### src/rtl/link_ddr_pkg.sv
// Shared widths, assembler state type and piece slice helpers for the DDR link
// downstream receive path.
package link_ddr_pkg;

    localparam int unsigned CHANNEL_WIDTH = 8;
    localparam int unsigned NUM_CHANNELS  = 2;
    localparam int unsigned PIECES        = 2;

    // One channel carries a posedge half and a negedge half per io cycle.
    localparam int unsigned LANE_WIDTH    = 2 * CHANNEL_WIDTH;
    localparam int unsigned PIECE_WIDTH   = LANE_WIDTH * NUM_CHANNELS;
    localparam int unsigned CORE_WIDTH    = PIECE_WIDTH * PIECES;

    // Piece placement inside a core word.
    localparam int unsigned PIECE0_LSB    = 0;
    localparam int unsigned PIECE1_LSB    = PIECE_WIDTH;

    // Half placement inside one channel lane.
    localparam int unsigned POS_HALF_LSB  = 0;
    localparam int unsigned NEG_HALF_LSB  = CHANNEL_WIDTH;

    typedef enum logic {
        P0 = 1'b0,
        P1 = 1'b1
    } asm_state_e;

    // LSB of channel ch within an io piece.
    function automatic int unsigned chan_lsb(input int unsigned ch);
        return ch * LANE_WIDTH;
    endfunction

endpackage

### src/rtl/link_ddr_rx_fifo.sv
// Synchronous FIFO for reassembled core words. Pointers carry one extra wrap
// bit; a write while full is accepted only if a read happens the same cycle.
module link_ddr_rx_fifo #(
    parameter int unsigned DEPTH = 8,
    parameter int unsigned WIDTH = 64
) (
    input  logic             clk,
    input  logic             rst,
    input  logic             enq,
    input  logic [WIDTH-1:0] wdata,
    input  logic             deq,
    output logic             full,
    output logic             empty,
    output logic [WIDTH-1:0] head
);

    localparam int unsigned AW = $clog2(DEPTH);
    localparam logic [AW:0] PTR_ONE = (AW + 1)'(1);

    logic [WIDTH-1:0] mem [DEPTH];
    logic [AW:0]      wr_ptr_q;
    logic [AW:0]      rd_ptr_q;
    logic             rd_fire;
    logic             wr_fire;

    assign empty   = (wr_ptr_q == rd_ptr_q);
    assign full    = (wr_ptr_q[AW] != rd_ptr_q[AW]) &&
                     (wr_ptr_q[AW-1:0] == rd_ptr_q[AW-1:0]);
    assign rd_fire = deq & ~empty;
    assign wr_fire = enq & (~full | rd_fire);
    assign head    = mem[rd_ptr_q[AW-1:0]];

    // Pointer advance on accepted reads and writes.
    always_ff @(posedge clk) begin
        if (rst) begin
            wr_ptr_q <= '0;
            rd_ptr_q <= '0;
        end else begin
            if (wr_fire) wr_ptr_q <= wr_ptr_q + PTR_ONE;
            if (rd_fire) rd_ptr_q <= rd_ptr_q + PTR_ONE;
        end
    end

    // Storage; cleared on reset so the head reads zero out of reset.
    always_ff @(posedge clk) begin
        if (rst) begin
            for (int unsigned i = 0; i < DEPTH; i++) mem[i] <= '0;
        end else if (wr_fire) begin
            mem[wr_ptr_q[AW-1:0]] <= wdata;
        end
    end

endmodule

### src/rtl/link_ddr_downstream_rx.sv
// DDR link downstream receiver: pairs two io pieces into one core word,
// buffers words in a FIFO and returns credit as toggled token bits.
// Optional macro LINK_DS_RX_ERR_EN enables the sticky err_o detection.
module link_ddr_downstream_rx #(
    parameter int unsigned CHANNEL_WIDTH      = link_ddr_pkg::CHANNEL_WIDTH,
    parameter int unsigned NUM_CHANNELS       = link_ddr_pkg::NUM_CHANNELS,
    parameter int unsigned PIECES             = link_ddr_pkg::PIECES,
    parameter int unsigned FIFO_DEPTH         = 8,
    parameter int unsigned LG_CREDIT_TO_TOKEN = 3
) (
    input  logic                                          clk,
    input  logic                                          rst,
    input  logic [NUM_CHANNELS-1:0]                       io_valid_i,
    input  logic [CHANNEL_WIDTH*2*NUM_CHANNELS-1:0]        io_data_i,
    output logic                                          core_valid_o,
    output logic [CHANNEL_WIDTH*2*NUM_CHANNELS*PIECES-1:0] core_data_o,
    input  logic                                          core_yumi_i,
    output logic [NUM_CHANNELS-1:0]                       token_o,
    output logic                                          err_o
);

    import link_ddr_pkg::*;

    localparam int unsigned PIECE_W = CHANNEL_WIDTH * 2 * NUM_CHANNELS;
    localparam int unsigned CORE_W  = PIECE_W * PIECES;
    localparam logic [LG_CREDIT_TO_TOKEN-1:0] CREDIT_ONE = LG_CREDIT_TO_TOKEN'(1);

    asm_state_e                  state_q, state_d;
    logic [PIECE_W-1:0]          low_q;
    logic                        accept;
    logic                        low_load;
    logic                        asm_enq;
    logic                        fifo_full;
    logic                        fifo_empty;
    logic                        deq_fire;
    logic [LG_CREDIT_TO_TOKEN-1:0] credit_q;
    logic [NUM_CHANNELS-1:0]     token_q;

    // A piece counts only when every channel reports valid.
    assign accept = &io_valid_i;

    // Assembler state register.
    always_ff @(posedge clk) begin
        if (rst) state_q <= P0;
        else     state_q <= state_d;
    end

    // Assembler next state: P0 latches the low piece, P1 completes the word.
    always_comb begin
        state_d  = state_q;
        low_load = 1'b0;
        asm_enq  = 1'b0;
        unique case (state_q)
            P0: if (accept) begin
                    low_load = 1'b1;
                    state_d  = P1;
                end
            P1: if (accept) begin
                    asm_enq  = 1'b1;
                    state_d  = P0;
                end
            default: state_d = P0;
        endcase
    end

    // Low piece holding register.
    always_ff @(posedge clk) begin
        if (rst)           low_q <= '0;
        else if (low_load) low_q <= io_data_i;
    end

    link_ddr_rx_fifo #(
        .DEPTH (FIFO_DEPTH),
        .WIDTH (CORE_W)
    ) u_fifo (
        .clk   (clk),
        .rst   (rst),
        .enq   (asm_enq),
        .wdata ({io_data_i, low_q}),
        .deq   (core_yumi_i),
        .full  (fifo_full),
        .empty (fifo_empty),
        .head  (core_data_o)
    );

    assign core_valid_o = ~fifo_empty;
    assign deq_fire     = core_yumi_i & ~fifo_empty;

    // Credit counter; token bits flip together when the counter wraps to zero.
    always_ff @(posedge clk) begin
        if (rst) begin
            credit_q <= '0;
            token_q  <= '0;
        end else if (deq_fire) begin
            credit_q <= credit_q + CREDIT_ONE;
            if (credit_q == '1) token_q <= ~token_q;
        end
    end

    assign token_o = token_q;

`ifdef LINK_DS_RX_ERR_EN
    logic mismatch;
    logic overflow;
    logic err_q;

    assign mismatch = (|io_valid_i) & ~accept;
    assign overflow = asm_enq & fifo_full & ~deq_fire;

    // Sticky protocol error: partial valids or a word dropped on a full FIFO.
    always_ff @(posedge clk) begin
        if (rst)                      err_q <= 1'b0;
        else if (mismatch | overflow) err_q <= 1'b1;
    end

    assign err_o = err_q;
`else
    // Full flag only feeds error detection, which is compiled out here.
    logic full_unused;
    assign full_unused = fifo_full;
    assign err_o       = 1'b0;
`endif

endmodule
### config.mk
export PLATFORM = sky130hd
export DESIGN_NAME = link_ddr_downstream_rx
export DESIGN_NICKNAME = d
export VERILOG_FILES = /design/src/rtl/link_ddr_pkg.sv /design/src/rtl/link_ddr_rx_fifo.sv /design/src/rtl/link_ddr_downstream_rx.sv
export SDC_FILE = /design/constraint.sdc
export NUM_CORES = 1
export LEC_CHECK = 0
export CAP_MARGIN = 15
export CELL_PAD_IN_SITES_DETAIL_PLACEMENT = 0
export CELL_PAD_IN_SITES_GLOBAL_PLACEMENT = 1
export CORE_MARGIN = 2
export CORE_UTILIZATION = 50
export CTS_CLUSTER_SIZE = 40
export DETAILED_ROUTE_END_ITERATION = 7
export HOLD_SLACK_MARGIN = 0.06
export PLACE_DENSITY = 0.77
export SYNTH_ARGS = -nofsm -noshare
export SYNTH_HDL_FRONTEND = slang
export SYNTH_SLANG_ARGS = --single-unit
### constraint.sdc
create_clock -name clk -period 9.25 [get_ports clk]
set_input_delay 2.775 -clock clk [delete_from_list [all_inputs] [get_ports clk]]
set_output_delay 2.775 -clock clk [all_outputs]
set_load 0.02 [all_outputs]
==> impl_results.md, run 1 <==
- DRT iter0 DRCs: about 1300
- DR WL/cell: 25.4 um
- Pwr Density: around 200 mW/mm^2
- Clk pin slew, worst setup/hold paths: about 0.06 ns
- Leading post-synthesis cells by instance count: edfxtp_1, nor2_1, mux4_2
- Synth top area cells: edfxtp_1, mux4_2, nor2_1
- N_diodes: 0
- Initial antenna violation count: 2
- Die area: between 0.04 and 0.05 mm^2
- Vert. Die Dim: 223 um
- Layout area overhead: 13.5%
- Psw: roughly 0.0012 W
- # setup viols final: 0
- Port Buffer Count: between 100 and 150
- Leak: ~9.0 nW
- Buf/Inv on CP: 2
- Final nets: roughly 1700
- Fin crit share: 0.701
- Root cell of the clock tree: clkbuf_16
- Post-Syn Area: roughly 0.024 mm^2
- Avg Synthesized Cell Area: 15.0 um^2
- Clock buffer depth: 3
- Maxcap violations: 0
- Internal: approximately 0.0043 W
- Gr ovfl total: 0
- Dpl hpwl: 33.0 mm
- Vias per cell: ~5.9
- Largest net degree at the start of global routing: 67
- Fin Clk Skew: 0.0151 ns
- Critical path class: flop to output port
- Power share of the clock group: 0.396
- Cts-stage hold buffer count: 0
- CP max stage cell: buf_4
- CTS resizes: 0
- GR Util All Layers: 0.243
- Io pins: roughly 110
- CP cell instances: buf_4, mux4_2, mux2_2, clkdlybuf4s50_1
- Worst path max stage delay: 0.78 ns
- Top_reg_cell synth: edfxtp_1
- Routability cong.: roughly 0.77
- Type of origin of the critical path: flop
- Worst EP required: 6.48 ns
- Vias in the first global route: ~14000
- DRC: 0
- # rows: 80
- Sequential power share: 0.526
- Synthesized net count: 1646
- RSZ-0062 raised after global routing: false
- Remaining antenna violation count: 0
- Clk_lat worst skew: a little over 0.6 ns
- Slew margin rel.: 0.184
- CP endpoint kind: output port
- CTS tree: yes
- Yosys top cell by area: edfxtp_1
- DRT Pass-1 Iters: 5
- Number of synthesized flops with an enable pin: 512
- Hold Vio Cnt, Final: 0
- Worst hold margin: between 0.4 and 0.5 ns
- First-pass GRT wire length: around 88 mm
- Worst-Margin Slew: about 1.2 ns
- Drt total wl: 59.3 mm
- Final setup TNS: 0 ns
- Die width: roughly 220 um
- Post-synthesis sequential area ratio: 0.679
- Distinct cell type count after synthesis: 40
- Post-synthesis register bit count: 561
- Worst-path maximum fanout: 42
- Via count: between 10000 and 15000
- Final Critical Period: around 6.5 ns
- Worst min-delay path startpoint: token_o[0]
- Post-synth top area share: 0.639
- FF-to-FF setup slack: roughly 5.5 ns
- Mapped Cells: ~1600
- Worst IR Drop VDD: 0.000142 V
- Most frequent cell after synthesis: edfxtp_1
- Outcome: finished clean
- Hold Crit Class: flop to flop
- Max Slew Vio Count: 0
- Critical path arrival: roughly 3.7 ns
- Share of layout cells above drive strength 1: 0.185
- Ys Warns: 0
- Max frequency: roughly 150 MHz
- Core footprint: 0.0476 mm^2
- Hold EP: token_o[0]
- Async S/R FF share, synth: 0
- Crit Reg-Reg Startpoint: u_fifo.wr_ptr_q[2]
- R2R cell count: 5
- Setup bufs post-CTS: 0
- Logic gate share of total power: 0.078
- Hold Crit Depth: 2
- Sw Ratio: 0.225
- R2r endpoint: u_fifo.mem[2][44]
- Critical path's top delay family: buffers and inverters
- CTS buffer count: 57
- Sink Count: approximately 560
- # H-tree levels: 2
- Initial Util: 0.505
[tightest hold or removal path: cells and delay by family, from the launching register on]
family	cells	cell delay (ns)
DFF	1	0.32
AOI/OAI and AO/OA	2	0.13
[state kept, by name, summed over array words and instances (netlist names), named ones only]
| name | cells |
|---|---|
| u_fifo.mem | 512 |
| low_q | 32 |
| u_fifo.rd_ptr_q | 4 |
| u_fifo.wr_ptr_q | 4 |
| credit_q | 3 |
| token_o | 2 |
| state_q | 1 |
[cell type report]
| class | count | area (um^2) |
|---|---|---|
| multi-input combinational | 925 | 7200 |
| fill | 3824 | 20300 |
| timing repair buffer | 126 | 1240 |
| clock inverter | 30 | 171 |
| inverter | 7 | 26.3 |
| tap | 615 | 769 |
| clock buffer | 74 | 1570 |
| sequential | 561 | 16400 |
[metrics by stage]
| step | std cells | setup WS, ns | utilization | power (W) | instance area [um^2] |
|---|---|---|---|---|---|
| 2_1_floorplan | 1603 | 3.64 | - | 0.00319 | 24100 |
| 3_3_place_gp | 2232 | 2.72 | 0.537 | 0.00337 | 25600 |
| 3_5_place_dp | 2232 | 2.65 | 0.537 | 0.00337 | 25600 |
| 4_1_cts | 2336 | 2.64 | 0.573 | 0.00552 | 27300 |
| 5_1_grt | 2338 | 2.50 | 0.574 | 0.00564 | 27300 |
| 6_report | 2338 | 2.77 | 0.574 | 0.00549 | 27300 |
[how the worst max path moves through the flow]
stage                  startpoint           endpoint  slack, ns  cells past startpoint
detailed placement  io_valid_i[0]  u_fifo.mem[5][15]       2.65                      6
finish                       flop    core_data_o[27]       2.77                      4
global route                 flop    core_data_o[27]       2.50                      4
floorplan           io_valid_i[0]   u_fifo.mem[4][0]       3.64                      5
CTS                          flop    core_data_o[27]       2.64                      4
global placement    io_valid_i[0]  u_fifo.mem[5][15]       2.72                      6
[per-layer routing]
layer,up-vias,routed length [um],track usage
met5,-,18,0
met4,4,1560,0.0712
met3,103,4540,0.0525
met2,510,28900,0.395
met1,7037,24300,0.334
li1,6033,-,-
[cells by family after synthesis]
logic type      share of synthesized area
other cells                      0.000156
mux                                 0.165
compound gates                     0.0139
buf+inv                            0.0261
fa+ha+maj                         0.00312
xor+xnor                          0.00255
flops                               0.679
simple gates                        0.110
[power groups by stage]
stage | Combinational, W | Clock (W) | Sequential, W
after floorplan | 0.000272 | 0 | 0.00292
after global placement | 0.000428 | 0 | 0.00294
after detailed placement | 0.000430 | 0 | 0.00294
after CTS | 0.000431 | 0.00220 | 0.00289
after global routing | 0.000452 | 0.00229 | 0.00290
final | 0.000426 | 0.00217 | 0.00289
[cells in the final DEF (no fill, tap or decap), types with 3 or more instances in the layout]
cell,instances
dfxtp_1,46
a21oi_1,6
nor2_1,490
mux4_2,128
nor3_1,4
clkinv_2,14
inv_1,7
or3_1,6
clkdlybuf4s50_1,102
a21o_4,3
buf_4,20
clkbuf_1,11
a41o_2,3
ha_1,4
a211oi_1,3
dfxtp_4,3
and2_1,65
mux2_2,64
buf_12,3
clkinv_1,12
o21ai_0,3
nand2_1,73
clkbuf_16,59
xor2_1,6
o2111ai_4,6
nand2b_1,3
edfxtp_1,512
clkbuf_8,4
mux2i_1,36
No activity file was read; power rests on OpenSTA's default activity.
==> run 2, diff against run 1 <==
==> constraint.sdc (replaced) <==
create_clock -name clk -period 6.1 [get_ports clk]
set_input_delay 1.83 -clock clk [delete_from_list [all_inputs] [get_ports clk]]
set_output_delay 1.83 -clock clk [all_outputs]
set_load 0.02 [all_outputs]
==> run 2 against run 1 <==
  * Design area rose by 1.3%
  * Combinational power rose by 54%
  * Clock-buffer cell count rose by 6
  * Die area did not move
  * Setup slack got worse by 1.8 ns
  * Flip-flop and latch count did not move
  * Critical endpoint is now core_data_o[28]
  * Largest cell class unchanged
==> impl_results.md, run 2 (synthesis results as in run 1) <==
- Vias in the first global route: 14300 (+0.25%)
- Sink Count: 561 (unchanged)
- CP endpoint kind: output port
- N_diodes: 0 (unchanged)
- Root cell of the clock tree: clkbuf_16
- Die area: 0.0499 mm^2 (unchanged)
- Final setup TNS: 0 ns (unchanged)
- Top reg by flops: u_fifo.mem
- Critical path class: flop to output port
- Most frequent cells in the layout: edfxtp_1, nor2_1, mux4_2
- Clock buffer depth: 3 (unchanged)
- Biggest registers after layout: u_fifo.mem (512), low_q (32)
- Vert. Die Dim: 223 um (unchanged)
- Worst EP required: 4.27 ns (-2.21 ns)
- Dpl hpwl: 33.9 mm (+2.7%)
- Port Buffer Count: 103 (unchanged)
- Max Slew Vio Count: 0 (unchanged)
- Worst-path maximum fanout: 27 (-36%)
- Fill cells: 3769 (-1.4%)
- Gr ovfl total: 0 (unchanged)
- Crit Reg-Reg Startpoint: u_fifo.wr_ptr_q[2]
- Die width: 223 um (unchanged)
- Fin Clk Skew: 0.0161 ns (+0.00105 ns)
- Hold Crit Depth: 2 (unchanged)
- Largest net degree at the start of global routing: 65 (-3.0%)
- Final nets: 1732 (+0.64%)
- Type of origin of the critical path: flop
- Cts-stage hold buffer count: 0 (unchanged)
- Max reg flops: 512 (unchanged)
- DR WL/cell: 25.4 um (about the same)
- Final Cell Area: 0.0277 mm^2 (+1.3%)
- DRC: 0 (unchanged)
- Worst-Margin Slew: 1.17 ns (-0.0528 ns)
- R2r endpoint: u_fifo.mem[1][33]
- Clk_lat worst skew: 0.61 ns (about the same)
- Final Critical Period: 5.13 ns
- Outcome: finished clean
- DRT Pass-1 Iters: 6 (+1)
- # rows: 80 (unchanged)
- Worst IR Drop VDD: 0.000208 V (+46%)
- Initial Util: 0.505 (unchanged)
- # setup viols final: 0 (unchanged)
- Vias per cell: 5.86 (about the same)
- Hold Crit Class: flop to flop
- DRT iter0 DRCs: 1430 (+14%)
- CTS tree: yes
- Initial antenna violation count: 3 (+1)
- FF-to-FF setup slack: 2.87 ns (-2.61 ns)
- Via count: 13769 (+0.60%)
- Io pins: 105 (unchanged)
- Hold EP: token_o[1]
- Share of layout cells above drive strength 1: 0.190 (+0.00495)
- GR Util All Layers: 0.244 (+0.000277)
- First-pass GRT wire length: 89.2 mm (+0.84%)
- Hold Vio Cnt, Final: 0 (unchanged)
- Critical path arrival: 3.30 ns (-0.41 ns)
- Maxcap violations: 0 (unchanged)
- Worst min-delay path startpoint: token_o[1]
- Slew margin rel.: 0.220 (+0.0356)
- Most common cell after layout, fill and taps aside: edfxtp_1
- Post-DP Area: 0.0258 mm^2 (+1.0%)
- Clk pin slew, worst setup/hold paths: 0.06 ns (about the same)
- Fin crit share: 0.841
- R2R cell count: 5 (unchanged)
- CTS resizes: 0 (unchanged)
- RSZ-0062 raised after global routing: false
- Remaining antenna violation count: 0 (unchanged)
- CTS buffer count: 56 (-1.8%)
- Core footprint: 0.0476 mm^2 (unchanged)
- Leak: 9.12 nW (+1.8%)
- # H-tree levels: 2 (unchanged)
- Max frequency: approximately 200 MHz
- Setup bufs post-CTS: 0 (unchanged)
- Pwr Density: 307 mW/mm^2 (+53%)
- Layout area overhead: 15.0%
- Routability cong.: 0.755 (-2.0%)
- Drt total wl: 59.7 mm (+0.64%)
==> run 2: changes by cell type in the layout (fill, tap and decap cells not counted), sizes merged <==
cell      previous run  this run
clkbuf              74        80
buf                 24        36
bufinv               1         6
clkinvlp             0         1
clkinv              27        16
==> run 2: final cells by class <==
| cell class | count | area [um^2] | area share |
|---|---|---|---|
| repair buffers | 138 | 1480 | 0.0533 |
| inverters | 7 | 26.3 | 0.000949 |
| multi-input cells | 925 | 7200 | 0.260 |
| clock inverters | 25 | 303 | 0.0109 |
| well taps | 615 | 769 | 0.0278 |
| clock buffers | 80 | 1550 | 0.0560 |
| flip-flops and latches | 561 | 16400 | 0.591 |
==> run 2: metrics by stage <==
step / power, W / utilization / setup WS [ns] / hold slack [ns] / instances
floorplan: 0.00484 / - / 1.43 / 0.468 / 1603
global placement: 0.00512 / 0.542 / 1.37 / 0.480 / 2246
detailed placement: 0.00513 / 0.542 / 1.36 / 0.495 / 2246
CTS: 0.00857 / 0.581 / 0.900 / 0.506 / 2351
global route: 0.00875 / 0.581 / 0.812 / 0.534 / 2351
finish: 0.00851 / 0.581 / 0.968 / 0.501 / 2351
==> run 2: worst max-delay path, cell delays in order (launching register included) <==
cell	delay [ns]
dfxtp_4	0.75
buf_4	0.48
mux4_2	0.55
mux2_2	0.33
clkdlybuf4s50_1	0.55
==> run 2: worst max-delay path by stage <==
stage,to,slack (ns)
3_3_place_gp,u_fifo.mem[2][61],1.37
4_1_cts,core_data_o[44],0.90
6_report,core_data_o[28],0.97
3_5_place_dp,u_fifo.mem[2][62],1.36
2_1_floorplan,u_fifo.mem[4][0],1.43
5_1_grt,core_data_o[44],0.81
==> run 2: power by group <==
group / total [W] / switching, W / internal (W)
sequential: 0.00438 / 0.0000646 / 0.00432
clock: 0.00347 / 0.00144 / 0.00203
combinational: 0.000657 / 0.000362 / 0.000295
total: 0.00851 / 0.00187 / 0.00664
==> run 2: layer usage <==
layer,wire length [um],up-vias,GRT usage,part of all wire
met3,4330,82,0.0458,0.073
met2,30500,522,0.415,0.51
met4,1290,4,0.0594,0.022
met5,23,-,0,0.00039
li1,-,6067,-,-
met1,23500,7094,0.326,0.39
==> run 3, diff against run 2 <==
==> constraint.sdc (replaced) <==
create_clock -name clk -period 4.84 [get_ports clk]
set_input_delay 1.452 -clock clk [delete_from_list [all_inputs] [get_ports clk]]
set_output_delay 1.452 -clock clk [all_outputs]
set_load 0.02 [all_outputs]
==> run 3 against run 2 <==
  * Utilization rose by 0.77 points
  * First-iteration DRC count shrank 5.5%
  * Global-route usage fell by 0.063 points
  * Critical endpoint is now core_data_o[44]
==> impl_results.md, run 3 (synthesis results as in run 1) <==
- Remaining antenna violation count: 0 (unchanged)
- N_diodes: 0 (unchanged)
- Gr ovfl total: 0 (unchanged)
- Initial Util: 0.505 (unchanged)
- Worst-Margin Slew: 1.09 ns (-0.0840 ns)
- Hold Vio Cnt, Final: 0 (unchanged)
- GR Util All Layers: 0.243 (-0.000627)
- Final setup TNS: 0 ns (unchanged)
- CTS buffer count: 58 (+3.6%)
- Post-DP Area: 0.0261 mm^2 (+0.90%)
- Max frequency: 220 MHz
- Most frequent cells in the layout: edfxtp_1, nor2_1, mux4_2
- Fin crit share: 0.939
- Post-route setup slack: 0.293 ns (-0.675 ns)
- Outcome: finished clean
- DR WL/cell: 25.1 um (-0.97%)
- DRC: 0 (unchanged)
- Clk pin slew, worst setup/hold paths: 0.06 ns (about the same)
- Hold Crit Class: flop to flop
- CP endpoint kind: output port
- Share of layout cells above drive strength 1: 0.201 (+0.0108)
- # setup viols final: 0 (unchanged)
- Pwr Density: 391 mW/mm^2 (+27%)
- Layout area overhead: 16.5%
- Final Cell Area: 0.0281 mm^2 (+1.3%)
- DRT Pass-1 Iters: 6 (unchanged)
- Type of origin of the critical path: flop
- Port Buffer Count: 103 (unchanged)
- Fin Clk Skew: 0.0171 ns (+0.00104 ns)
- Drt total wl: 59.5 mm (-0.29%)
- Clock buffer depth: 3 (unchanged)
- Max reg flops: 512 (unchanged)
- Vert. Die Dim: 223 um (unchanged)
- Worst EP required: 3.39 ns (-0.88 ns)
- Worst-path maximum fanout: 39 (+44%)
- CTS tree: yes
- Root cell of the clock tree: clkbuf_16
- Via count: 13901 (+0.96%)
- Routability cong.: 0.757 (+0.17%)
- Slew margin rel.: 0.268 (+0.0481)
- Final Critical Period: ~4.5 ns
- Top reg by flops: u_fifo.mem
- Cts-stage hold buffer count: 0 (unchanged)
- Dpl hpwl: 34.4 mm (+1.3%)
- Leak: 9.31 nW (+2.0%)
- Critical path class: flop to output port
- Max Slew Vio Count: 0 (unchanged)
- Critical path arrival: 3.09 ns (-0.21 ns)
- Maxcap violations: 0 (unchanged)
- # H-tree levels: 2 (unchanged)
- RSZ-0062 raised after global routing: false
- Final nets: 1745 (+0.75%)
- Setup bufs post-CTS: 0 (unchanged)
- Vias per cell: 5.87 (+0.28%)
- DRT iter0 DRCs: 1352 (-5.5%)
- Biggest registers after layout: u_fifo.mem (512), low_q (32)
- Sink Count: 561 (unchanged)
- Core footprint: 0.0476 mm^2 (unchanged)
- Largest net degree at the start of global routing: 76 (+17%)
- Worst IR Drop VDD: 0.000272 V (+31%)
- Most common cell after layout, fill and taps aside: edfxtp_1
- Pre-CTS setup slack: 0.813 ns (-0.551 ns)
- Io pins: 105 (unchanged)
- Vias in the first global route: 14100 (-1.4%)
- Initial antenna violation count: 0 (-3)
- CTS resizes: 0 (unchanged)
- First-pass GRT wire length: 88.8 mm (-0.45%)
- Die area: 0.0499 mm^2 (unchanged)
- Clk_lat worst skew: 0.61 ns (about the same)
- Die width: 223 um (unchanged)
- # rows: 80 (unchanged)
[run 3: cell types whose count changed in the layout (fill, tap and decap cells not counted), moves of 2 or more]
cell	previous run	this run
buf_12	15	27
clkbuf_1	18	10
clkbuf_16	56	61
clkbuf_8	6	10
clkinv_1	7	9
clkinv_2	7	13
[run 3: area by class of cell]
| class | instances | area, um^2 |
|---|---|---|
| Clock buffer | 81 | 1700 |
| Inverter | 7 | 26.3 |
| Multi-Input combinational cell | 925 | 7200 |
| Fill cell | 3676 | 19600 |
| Sequential cell | 561 | 16400 |
| Tap cell | 615 | 769 |
| Timing Repair Buffer | 149 | 1710 |
| Clock inverter | 29 | 288 |
[run 3: critical path: stages (launching register included)]
cell and delay [ns]:
dfxtp_4 0.64, buf_12 0.37, mux4_2 0.55, mux2_2 0.31
clkdlybuf4s50_1 0.55
[run 3: layer usage]
metal / wire, um / GRT usage / up-vias
met1: 24400 / 0.346 / 7154
met4: 1430 / 0.0757 / 0
met2: 28800 / 0.390 / 584
met3: 4920 / 0.0381 / 86
li1: - / - / 6077
met5: 0 / 0 / -
[run 3: where the power goes]
part / leakage (nW) / switching (W) / internal (W) / total [W]
Combinational: 2.63 / 0.000466 / 0.000388 / 0.000854
Clock: 0.990 / 0.00183 / 0.00276 / 0.00459
Sequential: 5.69 / 0.0000761 / 0.00544 / 0.00552
[run 3: metrics by stage]
step            util  power, W  hold slack, ns  cells
6_report       0.589    0.0110           0.493   2367
5_1_grt        0.589    0.0112           0.529   2367
4_1_cts        0.589    0.0110           0.496   2367
3_5_place_dp   0.547   0.00648           0.482   2257
3_3_place_gp   0.547   0.00647           0.471   2257
2_1_floorplan      -   0.00610           0.468   1603
[run 3: final timing paths]
check,start,end,slack [ns],cells past startpoint
worst max-delay path,flop,core_data_o[44],0.29,4
worst min-delay path,token_o[1],token_o[1],0.49,2
worst max register to register,u_fifo.wr_ptr_q[2],u_fifo.mem[6][58],1.70,5
worst min register to register,token_o[1],token_o[1],0.49,2
